===== src/rtl/ram_port_arbiter.sv =====
// ram_port_arbiter: round-robin arbiter for one RAM port with read-return routing; RAM_ARB_LOCK_EN adds a burst lock input
module ram_port_arbiter #(
    parameter int AW = 11,
    parameter int MW = 8,
    parameter int DW = 8,
    parameter int NR = 4
) (
    input  logic                  clk,
    input  logic                  reset,
    input  logic [NR-1:0]         req,
    input  logic [NR*AW-1:0]      req_addr,
    input  logic [NR*MW*DW-1:0]   req_wdata,
    input  logic [NR*MW-1:0]      req_we,
`ifdef RAM_ARB_LOCK_EN
    input  logic [NR-1:0]         lock,
`endif
    output logic [NR-1:0]         gnt,
    output logic [2:0]            gnt_id,
    output logic [NR-1:0]         rvalid,
    output logic [MW*DW-1:0]      rdata,
    output logic [AW-1:0]         ram_addr,
    output logic [MW*DW-1:0]      ram_d,
    output logic [MW-1:0]         ram_we,
    input  logic [MW*DW-1:0]      ram_q
);
    logic [2:0]    ptr, win;
    logic          hold, found;
    logic [NR-1:0] elig, rot;
    int            sum;
`ifdef RAM_ARB_LOCK_EN
    assign hold = |(lock & req & gnt);
`else
    assign hold = 1'b0;
`endif
    assign elig  = hold ? gnt : req & ~gnt;
    assign rot   = NR'({elig, elig} >> ptr);
    assign rdata = ram_q;
    always_comb begin
        found = 1'b0;
        sum = 0;
        for (int k = 0; k < NR; k++)
            if (!found && rot[k]) begin
                found = 1'b1;
                sum = int'(ptr) + k;
            end
        win = 3'(sum >= NR ? sum - NR : sum);
    end
    always_ff @(posedge clk) begin
        if (reset) begin
            gnt      <= '0;
            gnt_id   <= '0;
            rvalid   <= '0;
            ram_addr <= '0;
            ram_d    <= '0;
            ram_we   <= '0;
            ptr      <= '0;
        end else begin
            rvalid <= (ram_we == '0) ? gnt : '0;
            gnt    <= found ? NR'(1) << win : '0;
            ram_we <= found ? req_we[win*MW +: MW] : '0;
            if (found) begin
                gnt_id   <= win;
                ram_addr <= req_addr[win*AW +: AW];
                ram_d    <= req_wdata[win*MW*DW +: MW*DW];
                if (!hold) ptr <= (win == 3'(NR-1)) ? 3'd0 : win + 3'd1;
            end
        end
    end
endmodule

===== config.mk =====
export PLATFORM = sky130hd
export DESIGN_NAME = ram_port_arbiter
export DESIGN_NICKNAME = d
export VERILOG_FILES = /design/src/rtl/ram_port_arbiter.sv
export SDC_FILE = /design/constraint.sdc
export NUM_CORES = 1
export LEC_CHECK = 0
export BUFFER_PORTS_ARGS = -buffer_cell sky130_fd_sc_hd__buf_2
export CORE_AREA = 2 2 220 222
export DETAILED_ROUTE_END_ITERATION = 8
export DIE_AREA = 0 0 222 224
export SLEW_MARGIN = 20
export SYNTH_ARGS = -nofsm -noshare
export SYNTH_HDL_FRONTEND = slang
export SYNTH_SLANG_ARGS = --single-unit

===== constraint.sdc =====
create_clock -name clk -period 3.2 [get_ports clk]
set_clock_uncertainty 0.15 [all_clocks]
set_input_delay 0.32 -clock clk [delete_from_list [all_inputs] [get_ports clk]]
set_output_delay 0.32 -clock clk [all_outputs]
set_load 0.03 [all_outputs]

# After elaboration in Yosys (flattened, before gate mapping)
# Index checks and enable logic that the tools add are counted.
dict set report word_totals {
  ff_bits 97
  output_inout_bits 158
}
dict set report op_classes {
  shift 5
  order_cmp 1
  n_eq_ne 1
  n_mux 10
  add_sub_neg 5
  n_bitwise 4
  n_reduce_logical 9
  multipliers 1
}
# cell count
set op_table {}
lappend op_table {{variable part select 256 x 10 -> 64 bit} 1}
lappend op_table {{variable part select 44 x 8 -> 11 bit} 1}
lappend op_table {{variable part select 32 x 7 -> 8 bit} 1}
lappend op_table {{two-way mux 4 bit} 3}
lappend op_table {{two-way mux 3 bit} 3}
lappend op_table {{adder 3 x 2 -> 4 bit, second input constant} 2}
lappend op_table {{zero test 8 bit} 1}
lappend op_table {{>> shifter 8 x 3 -> 4 bit} 1}
lappend op_table {{multiplier 3 x 4 -> 7 bit, second input constant} 1}
lappend op_table {{adder 3 x 1 -> 4 bit, second input constant} 1}
lappend op_table {{bitwise AND 4 bit} 1}
lappend op_table {{>= comparator 4 x 3 -> 1 bit, second input constant} 1}
lappend op_table {{two-way mux 1 bit} 4}
lappend op_table {{inverter 4 bit} 1}
lappend op_table {{OR reduction 2 bit} 2}
lappend op_table {{<< shifter 1 x 3 -> 4 bit, first input constant} 1}
lappend op_table {{adder 3 x 1 -> 3 bit, second input constant} 1}
lappend op_table {{equality test 3 x 2 -> 1 bit, second input constant} 1}
lappend op_table {{logical AND 1 bit} 3}
lappend op_table {{zero test 1 bit} 3}
lappend op_table {{subtractor 3 bit, second input constant} 1}
lappend op_table {{inverter 1 bit} 2}

# Depth between registers and ports, before layout
# Gate-level depths: netlist (run 1).
dict set report logic_depth {
  word_depth 17
  mapped_depth 14
}

# Least setup slack after synthesis (run 1)
# No wires, ideal clock.
dict set report synth_timing {
  kind {register to register}
  from {register gnt[3]}
  to {register ram_d[46]}
  arrival_ns 2.587
  path_slack_ns 0.405
  path_stages_with_launch 13
  period_less_slack_ns 2.795
  cell_sequence {dfxtp_1 and2b_1 o311ai_1 and3_1 buf_6 mux2i_4 inv_2 or2_1 buf_2 buf_6 buf_6 o22ai_2 a21o_1}
}
# element line
set synth_rtl {}
lappend synth_rtl {{start, declared} 17} ;# output logic [NR-1:0] gnt,
lappend synth_rtl {{start signal, assigned} 59} ;# gnt <= found ? NR'(1) << win : '0;
lappend synth_rtl {{end signal, assigned} 64} ;# ram_d <= req_wdata[win*MW*DW +: MW*DW];
lappend synth_rtl {{end, declared} 22} ;# output logic [MW*DW-1:0] ram_d,

# Final worst setup path (run 1)
dict set report layout_timing {
  from {register ptr[2]}
  to {register ram_d[52]}
}
dict set report layout_between {
  elab_chain_cells 14
}
# element line
set layout_lines {}
lappend layout_lines {{start, declared} 26} ;# logic [2:0] ptr, win;
lappend layout_lines {{start signal, assigned} 65} ;# if (!hold) ptr <= (win == 3'(NR-1)) ? 3'd0 : win + 3'd1;
lappend layout_lines {{>> shifter 8 x 3 -> 4 bit} 36} ;# assign rot = NR'({elig, elig} >> ptr);
lappend layout_lines {{two-way mux 1 bit} 42} ;# if (!found && rot[k]) begin
lappend layout_lines {{zero test 1 bit} 42}
lappend layout_lines {{logical AND 1 bit} 42}
lappend layout_lines {{two-way mux 1 bit} 42}
lappend layout_lines {{zero test 1 bit} 42}
lappend layout_lines {{logical AND 1 bit} 42}
lappend layout_lines {{two-way mux 1 bit} 42}
lappend layout_lines {{zero test 1 bit} 42}
lappend layout_lines {{logical AND 1 bit} 42}
lappend layout_lines {{two-way mux 4 bit} 42}
lappend layout_lines {{>= comparator 4 x 3 -> 1 bit or subtractor 3 bit (tied branches)} 46} ;# win = 3'(sum >= NR ? sum - NR : sum);
lappend layout_lines {{two-way mux 3 bit} 46}
lappend layout_lines {{variable part select 256 x 10 -> 64 bit} 64}
# Several ways; a longest one is shown, not always the timed one.
# A chain may end at the register's enable or synchronous reset.

==> results of run 1 <==
==> per-layer routing <==
metal / global-route usage, % / up-vias
met3: 3.174 / 35
met4: 3.836 / 0
li1: - / 3025
met2: 15.22 / 340
met1: 10.44 / 2885
met5: 0.4888 / -
==> registers in the layout (all words and copies together) (netlist names) <==
register  count
gnt           4
gnt_id        3
ptr           3
ram_addr     11
ram_d        64
ram_we        8
rvalid        4
==> layout make-up <==
class	count	area, µm²	share of cell area [%]
Clock inverter	7	76.32	0.8324
Multi-Input combinational cell	420	3595	39.21
Timing Repair Buffer	466	2532	27.62
Sequential cell	97	1944	21.21
Tap cell	615	769.5	8.392
Inverter	7	26.28	0.2866
Clock buffer	9	225.2	2.456
==> worst paths after layout <==
check / cells past startpoint / to / slack (ns)
max: 9 / ram_d[52] / 0.15
min: 2 / gnt_id[1] / 0.12
max reg2reg: 9 / ram_d[52] / 0.15
min reg2reg: 1 / ram_addr[2] / 0.30
==> critical path, delay by kind of cell, from the launching register on <==
kind / cells / cell delay (ns)
buf+inv: 2 / 0.43
flops: 1 / 0.42
simple gates: 1 / 0.53
compound gates: 5 / 1.08
mux: 1 / 0.29
==> synthesized netlist by cell type, types with 2 or more instances <==
master / number
dfxtp_1: 97
buf_6: 9
nand4_1: 2
mux2i_1: 159
a21oi_1: 10
nor3_1: 2
o22ai_2: 28
clkbuf_1: 10
nor4_1: 2
nor2_1: 13
inv_1: 5
buf_4: 71
buf_2: 26
ha_1: 5
o21ai_0: 4
a211oi_1: 16
nand2b_1: 5
and3_1: 2
nand2_1: 7
nor3b_1: 3
a21o_1: 76
nand3_1: 4
o22ai_1: 47
nor2b_1: 11
and2_1: 5
inv_2: 2
==> power groups by stage <==
stage / Clock (mW) / Combinational (mW) / Sequential, mW
after floorplan: 0 / 4.69 / 2.71
final: 1.17 / 7.22 / 1.96
after detailed placement: 0 / 7.30 / 1.98
after CTS: 1.25 / 7.30 / 1.97
after global placement: 0 / 7.17 / 1.98
after global routing: 1.28 / 7.77 / 2.02
==> cells by family (layout without fill, tap and decap cells) <==
| logic type | count (synthesis) | count (layout) | synth area share (%) |
|---|---|---|---|
| buf+inv | 123 | 489 | 13.09 |
| fa+ha+maj | 5 | 5 | 0.9885 |
| mux | 161 | 161 | 25.68 |
| compound gates | 191 | 191 | 23.86 |
| flops | 97 | 97 | 30.68 |
| xor+xnor | 1 | 1 | 0.1384 |
| simple gates | 62 | 62 | 5.556 |
==> stage by stage <==
stage | total power, mW | util, % | hold slack [ns] | instances | cell area (µm²)
2_1_floorplan | 7.400 | - | 0.4059 | 640 | 6329
3_3_place_gp | 9.155 | 18.72 | 0.2799 | 1605 | 8865
3_5_place_dp | 9.283 | 18.72 | 0.2835 | 1605 | 8865
4_1_cts | 10.52 | 19.36 | 0.06926 | 1621 | 9166
5_1_grt | 11.07 | 19.37 | 0.08906 | 1621 | 9169
6_report | 10.35 | 19.37 | 0.1164 | 1621 | 9169
==> timing repair <==
| item | CTS | global route |
|---|---|---|
| endpoints found under the hold margin | 0 | 0 |
| endpoints found under the setup margin | 0 | 74 |
| resized for setup | 0 | 2 |
==> impl_metrics.env, run 1 <==
export IMPL_outcome="finished, final reports clean"
export IMPL_crit_start="ptr[2]"
export IMPL_diodes=0
export IMPL_hp_class="input pin to flip-flop"
export IMPL_area_delta_synth_final_pct=44.88
export IMPL_hp_start="reset"
export IMPL_path_cells="or4bb_1 -> a21oi_1 -> o211ai_1 -> a32oi_4 -> buf_12 -> buf_4 -> mux2i_1 -> o22ai_2 -> a21o_1"
export IMPL_wire_per_inst_um=14.33
export IMPL_wirelength_um=23230
export IMPL_rsz0062_at_grt="no"
export IMPL_worstSetupStartpointType="flip-flop"
export IMPL_synthDistinctLibCells=45
export IMPL_intPower_mw=5.552
export IMPL_routed_top_layer="met4"
export IMPL_arrival_ns=3.18
export IMPL_wl_met3_um=1891
export IMPL_netSwitchingFraction_pct=46.34
export IMPL_synth_edf_count=0
export IMPL_required_ns=3.32
export IMPL_drv_slew=0
export IMPL_pwr_share_clk_pct=11.3
export IMPL_ctsHoldBuffers=0
export IMPL_p_switching_mw=4.795
export IMPL_fin_tns_setup_ns=0
export IMPL_slew_headroom_pct=58.59
export IMPL_synth_seq_area_share_pct=30.68
export IMPL_p_per_area_nw_per_um2=1128
export IMPL_die_area_um2=49730
export IMPL_synth_area_um2=6329
export IMPL_cts_htree_levels=3
export IMPL_period_needed_ns=3.054
export IMPL_groute_usage_overall_pct=9.068
export IMPL_place_hpwl_um=18960
export IMPL_critPathKind="flip-flop to flip-flop"
export IMPL_syn_nets=1047
export IMPL_worst_pin_slew_ns=0.6155
export IMPL_place_gp_congestion=0.8570
export IMPL_fill_cells=5260
export IMPL_yosys_area_top_type="dfxtp_1"
export IMPL_vdd_drop_max_uv=558.8
export IMPL_cts_setup_buffers=0
export IMPL_synth_avg_cell_area_um2=9.888
export IMPL_avgViaCountPerCell=3.877
export IMPL_crit_path_max_fanout=26
export IMPL_combinationalPowerShare_pct=69.7
export IMPL_hold_viol=0
export IMPL_drtIter0Drc=184
export IMPL_vias=6285
export IMPL_cp_slowest_cell="or4bb_1"
export IMPL_fp_row_count=80
export IMPL_grt_pass1_wl_um=34260
export IMPL_reg2reg_from="ptr[2]"
export IMPL_p_seq_share_pct=19.0
export IMPL_die_width_um=222
export IMPL_drcViolationCount=0
export IMPL_p_leak_nw=4.879
export IMPL_final_cell_mix="buf_2 (431), mux2i_1 (159), dfxtp_1 (95)"
export IMPL_ys_flop_type="dfxtp_1"
export IMPL_clk_latency_ns=0.37
export IMPL_async_flop_share_pct=0
export IMPL_syn_inst=640
export IMPL_yosysWarnings=0
export IMPL_cts_sinks=97
export IMPL_overflow=0
export IMPL_coreArea_um2=47350
export IMPL_io_pins=560
export IMPL_grt_pass1_vias=6346
export IMPL_postSynthRegisterBits=97
export IMPL_root_buffer="clkbuf_16"
export IMPL_layout_setup_ws_ns=0.1464
export IMPL_ant_nets=0
export IMPL_drtPass1Iterations=4
export IMPL_finalCritPeriodShare_pct=95.42
export IMPL_clock_path_buffers=2
export IMPL_synth_area_leaders="dfxtp_1 (31%), mux2i_1 (25%), a21o_1 (9.0%)"
export IMPL_start_util_pct=13.37
export IMPL_cp_end_kind="flip-flop"
export IMPL_cts_buffers=9
export IMPL_cp_slowest_stage_delay_ns=0.53
export IMPL_clkTransAtPathRegs_ns=0.07
export IMPL_finalSetupViolations=0
export IMPL_grt_antenna_before_repair=0
export IMPL_place_ws_ns=0.03750
export IMPL_final_common_cell="buf_2"
export IMPL_io_buffers=431
export IMPL_grt_max_degree=47
export IMPL_synth_top_area_share_pct=30.68
export IMPL_dr_wl_met2_um=11190
export IMPL_die_y_um=224
export IMPL_cts_tree="yes"
export IMPL_drive_above_1_share_pct=51.89
export IMPL_cap_violations=0
export IMPL_final_nets=1408
export IMPL_wl_met1_um=9606
export IMPL_fmax_mhz=327.5
No activity file was read; power rests on OpenSTA's default activity.
==> run 2: changes to the inputs <==
Settings changed: ABC_AREA set to 1, CAP_MARGIN set to 5, CORE_AREA 2 2 220 222 to 2 2 215 217, DIE_AREA 0 0 222 224 to 0 0 217 219.
==> run 2 against run 1 <==
Net effect: worst setup slack better by 0.38 ns; highest routed layer unchanged; critical path depth up 3; critical endpoint is now ram_d[46]; clock power grew 10%; first-iteration DRC count grew to 3.6 times the previous value; hold slack got worse by 0.052 ns; critical path type unchanged.
==> impl_metrics.env, run 2 <==
export IMPL_outcome="finished, final reports clean"
export IMPL_die_width_um=217
export IMPL_cts_sinks=97
export IMPL_largest_reg_flops=64
export IMPL_vdd_drop_max_uv=945.8
export IMPL_largestRegisters="ram_d (64), ram_addr (11), ram_we (8)"
export IMPL_wire_per_inst_um=16.31
export IMPL_synthDistinctLibCells=28
export IMPL_final_common_cell="buf_2"
export IMPL_cts_tree="yes"
export IMPL_worst_pin_slew_ns=0.5260
export IMPL_cts_buffers=9
export IMPL_grt_pass1_vias=8765
export IMPL_finalCritPeriodShare_pct=83.46
export IMPL_diodes=0
export IMPL_whs_ns=0.06462
export IMPL_slew_headroom_pct=64.94
export IMPL_arrival_ns=2.85
export IMPL_vias=9167
export IMPL_combinationalPowerShare_pct=75.5
export IMPL_final_nets=1836
export IMPL_cts_htree_levels=3
export IMPL_rsz0062_at_grt="no"
export IMPL_dp_cells=2018
export IMPL_io_pins=560
export IMPL_fp_row_count=78
export IMPL_cap_violations=0
export IMPL_required_ns=3.37
export IMPL_worstSetupStartpointType="flip-flop"
export IMPL_clock_path_buffers=2
export IMPL_wl_met3_um=2422
export IMPL_coreArea_um2=45090
export IMPL_finalSetupViolations=0
export IMPL_avgViaCountPerCell=4.507
export IMPL_crit_path_max_fanout=47
export IMPL_ys_top_cells_by_count="nand2_1 (377), nand3_1 (248), nand4_1 (155)"
export IMPL_critPathKind="flip-flop to flip-flop"
export IMPL_clkTransAtPathRegs_ns=0.08
export IMPL_yosys_area_top_type="dfxtp_1"
export IMPL_fin_tns_setup_ns=0
export IMPL_period_needed_ns=2.671
export IMPL_ctsHoldBuffers=0
export IMPL_drtIter0Drc=656
export IMPL_fill_cells=5153
export IMPL_cts_setup_buffers=0
export IMPL_synth_area_um2=7141
export IMPL_p_per_area_nw_per_um2=1389
export IMPL_routed_top_layer="met4"
export IMPL_grt_pass1_wl_um=48450
export IMPL_async_flop_share_pct=0
export IMPL_synth_top_area_share_pct=27.19
export IMPL_postSynthRegisterBits=97
export IMPL_grt_antenna_before_repair=0
export IMPL_drcViolationCount=0
export IMPL_cts_resized=0
export IMPL_syn_nets=1535
export IMPL_grt_max_degree=87
export IMPL_synth_area_leaders="dfxtp_1 (27%), nand2_1 (20%), nand3_1 (17%)"
export IMPL_wirelength_um=33170
export IMPL_final_cell_mix="buf_2 (431), nand2_1 (376), nand3_1 (247)"
export IMPL_intPower_mw=5.693
export IMPL_drive_above_1_share_pct=34.87
export IMPL_clk_latency_ns=0.39
export IMPL_syn_inst=1128
export IMPL_synthMostInstantiatedCell="nand2_1"
export IMPL_p_leak_nw=5.058
export IMPL_place_hpwl_um=25030
export IMPL_synth_edf_count=0
export IMPL_p_seq_share_pct=15.0
export IMPL_largest_register="ram_d"
export IMPL_yosysWarnings=0
export IMPL_synth_seq_area_share_pct=27.19
export IMPL_multi_input_area_um2=4079
export IMPL_groute_usage_overall_pct=13.41
export IMPL_io_buffers=431
export IMPL_drv_slew=0
export IMPL_start_util_pct=15.84
export IMPL_cp_end_kind="flip-flop"
export IMPL_root_buffer="clkbuf_16"
export IMPL_place_gp_congestion=0.9101
export IMPL_final_cells=2034
export IMPL_pwr_share_clk_pct=9.5
export IMPL_synth_avg_cell_area_um2=6.330
export IMPL_die_y_um=219
export IMPL_p_switching_mw=7.832
export IMPL_overflow=0
export IMPL_fmax_mhz=374.4
export IMPL_drtPass1Iterations=6
export IMPL_die_area_um2=47520
export IMPL_netSwitchingFraction_pct=57.91
export IMPL_wl_met1_um=13190
export IMPL_ant_nets=0
export IMPL_hp_class="input pin to flip-flop"
export IMPL_dr_wl_met2_um=15630
export IMPL_register_area_um2=1942
export IMPL_area_delta_synth_final_pct=36.32
export IMPL_ys_flop_type="dfxtp_1"
export IMPL_hold_viol=0
## run 2: cell count changes in the layout (fill, tap and decap cells not counted), moves of 11 or more
cell / previous run / this run
inv_1: 5 / 21
a21o_1: 76 / 0
buf_4: 26 / 12
a211oi_1: 16 / 0
o22ai_1: 47 / 0
mux2i_1: 159 / 0
nand3_1: 4 / 247
nand2_1: 7 / 376
o22ai_2: 28 / 0
nand4_1: 2 / 155
nor2b_1: 11 / 0
## run 2: worst max-delay path: stages (launching register included)
cell     delay [ns]
dfxtp_1        0.56
inv_2          0.20
nand3_2        0.10
nand3_1        0.06
nand2_1        0.16
nand3_1        0.16
nand3_4        0.24
buf_12         0.24
buf_4          0.23
nand4_1        0.15
nand3_1        0.14
nand3_1        0.07
nand2_1        0.07
## run 2: stage by stage
step	util [%]	area [µm²]	power, mW	setup slack (ns)
after floorplan	-	7141	9.499	0.8841
after global placement	20.86	9405	12.20	0.5632
after detailed placement	20.86	9405	12.29	0.5814
after CTS	21.59	9734	13.68	0.5528
after global routing	21.59	9734	14.82	0.2912
final	21.59	9734	13.52	0.5292
## run 2: metal layers
metal | track usage (%) | vias to the layer above
met4 | 10.02 | 0
met1 | 14.88 | 4178
li1 | - | 4402
met2 | 22.76 | 497
met5 | 0 | -
met3 | 2.689 | 90
## run 2: cell families (layout without fill, tap and decap cells)
group,count (synthesis),after routing,synth area share (%)
adders and majority gates,5,5,0.8761
DFF,97,97,27.19
buffers and inverters,195,501,16.24
xor gates and xnor gates,1,1,0.1227
and+or+nand+nor,817,817,54.46
AOI/OAI and AO/OA,13,13,1.104
## run 2: power by group through the flow
stage | clock [mW] | sequential [mW] | combinational (mW)
final | 1.29 | 2.03 | 10.2
after global routing | 1.40 | 2.08 | 11.3
after CTS | 1.37 | 2.03 | 10.3
after detailed placement | 0 | 2.05 | 10.2
after global placement | 0 | 2.04 | 10.2
after floorplan | 0 | 2.85 | 6.65
## run 2: path summary, 6_finish.rpt
kind	from	endpoint	slack, ns	depth (start not counted)
max	ptr[0]	ram_d[46]	0.53	12
min	req_we[14]	ram_we[6]	0.06	5
max reg2reg	ptr[0]	ram_d[46]	0.53	12
min reg2reg	ram_d[25]	ram_d[25]	0.30	2
## run 2: layout make-up
class	count	share of cell area, %
Clock buffer	11	2.494
Clock inverter	5	0.8869
Inverter	28	1.093
Multi-Input combinational cell	836	41.90
Sequential cell	97	19.95
Tap cell	600	7.712
Timing Repair Buffer	457	25.96
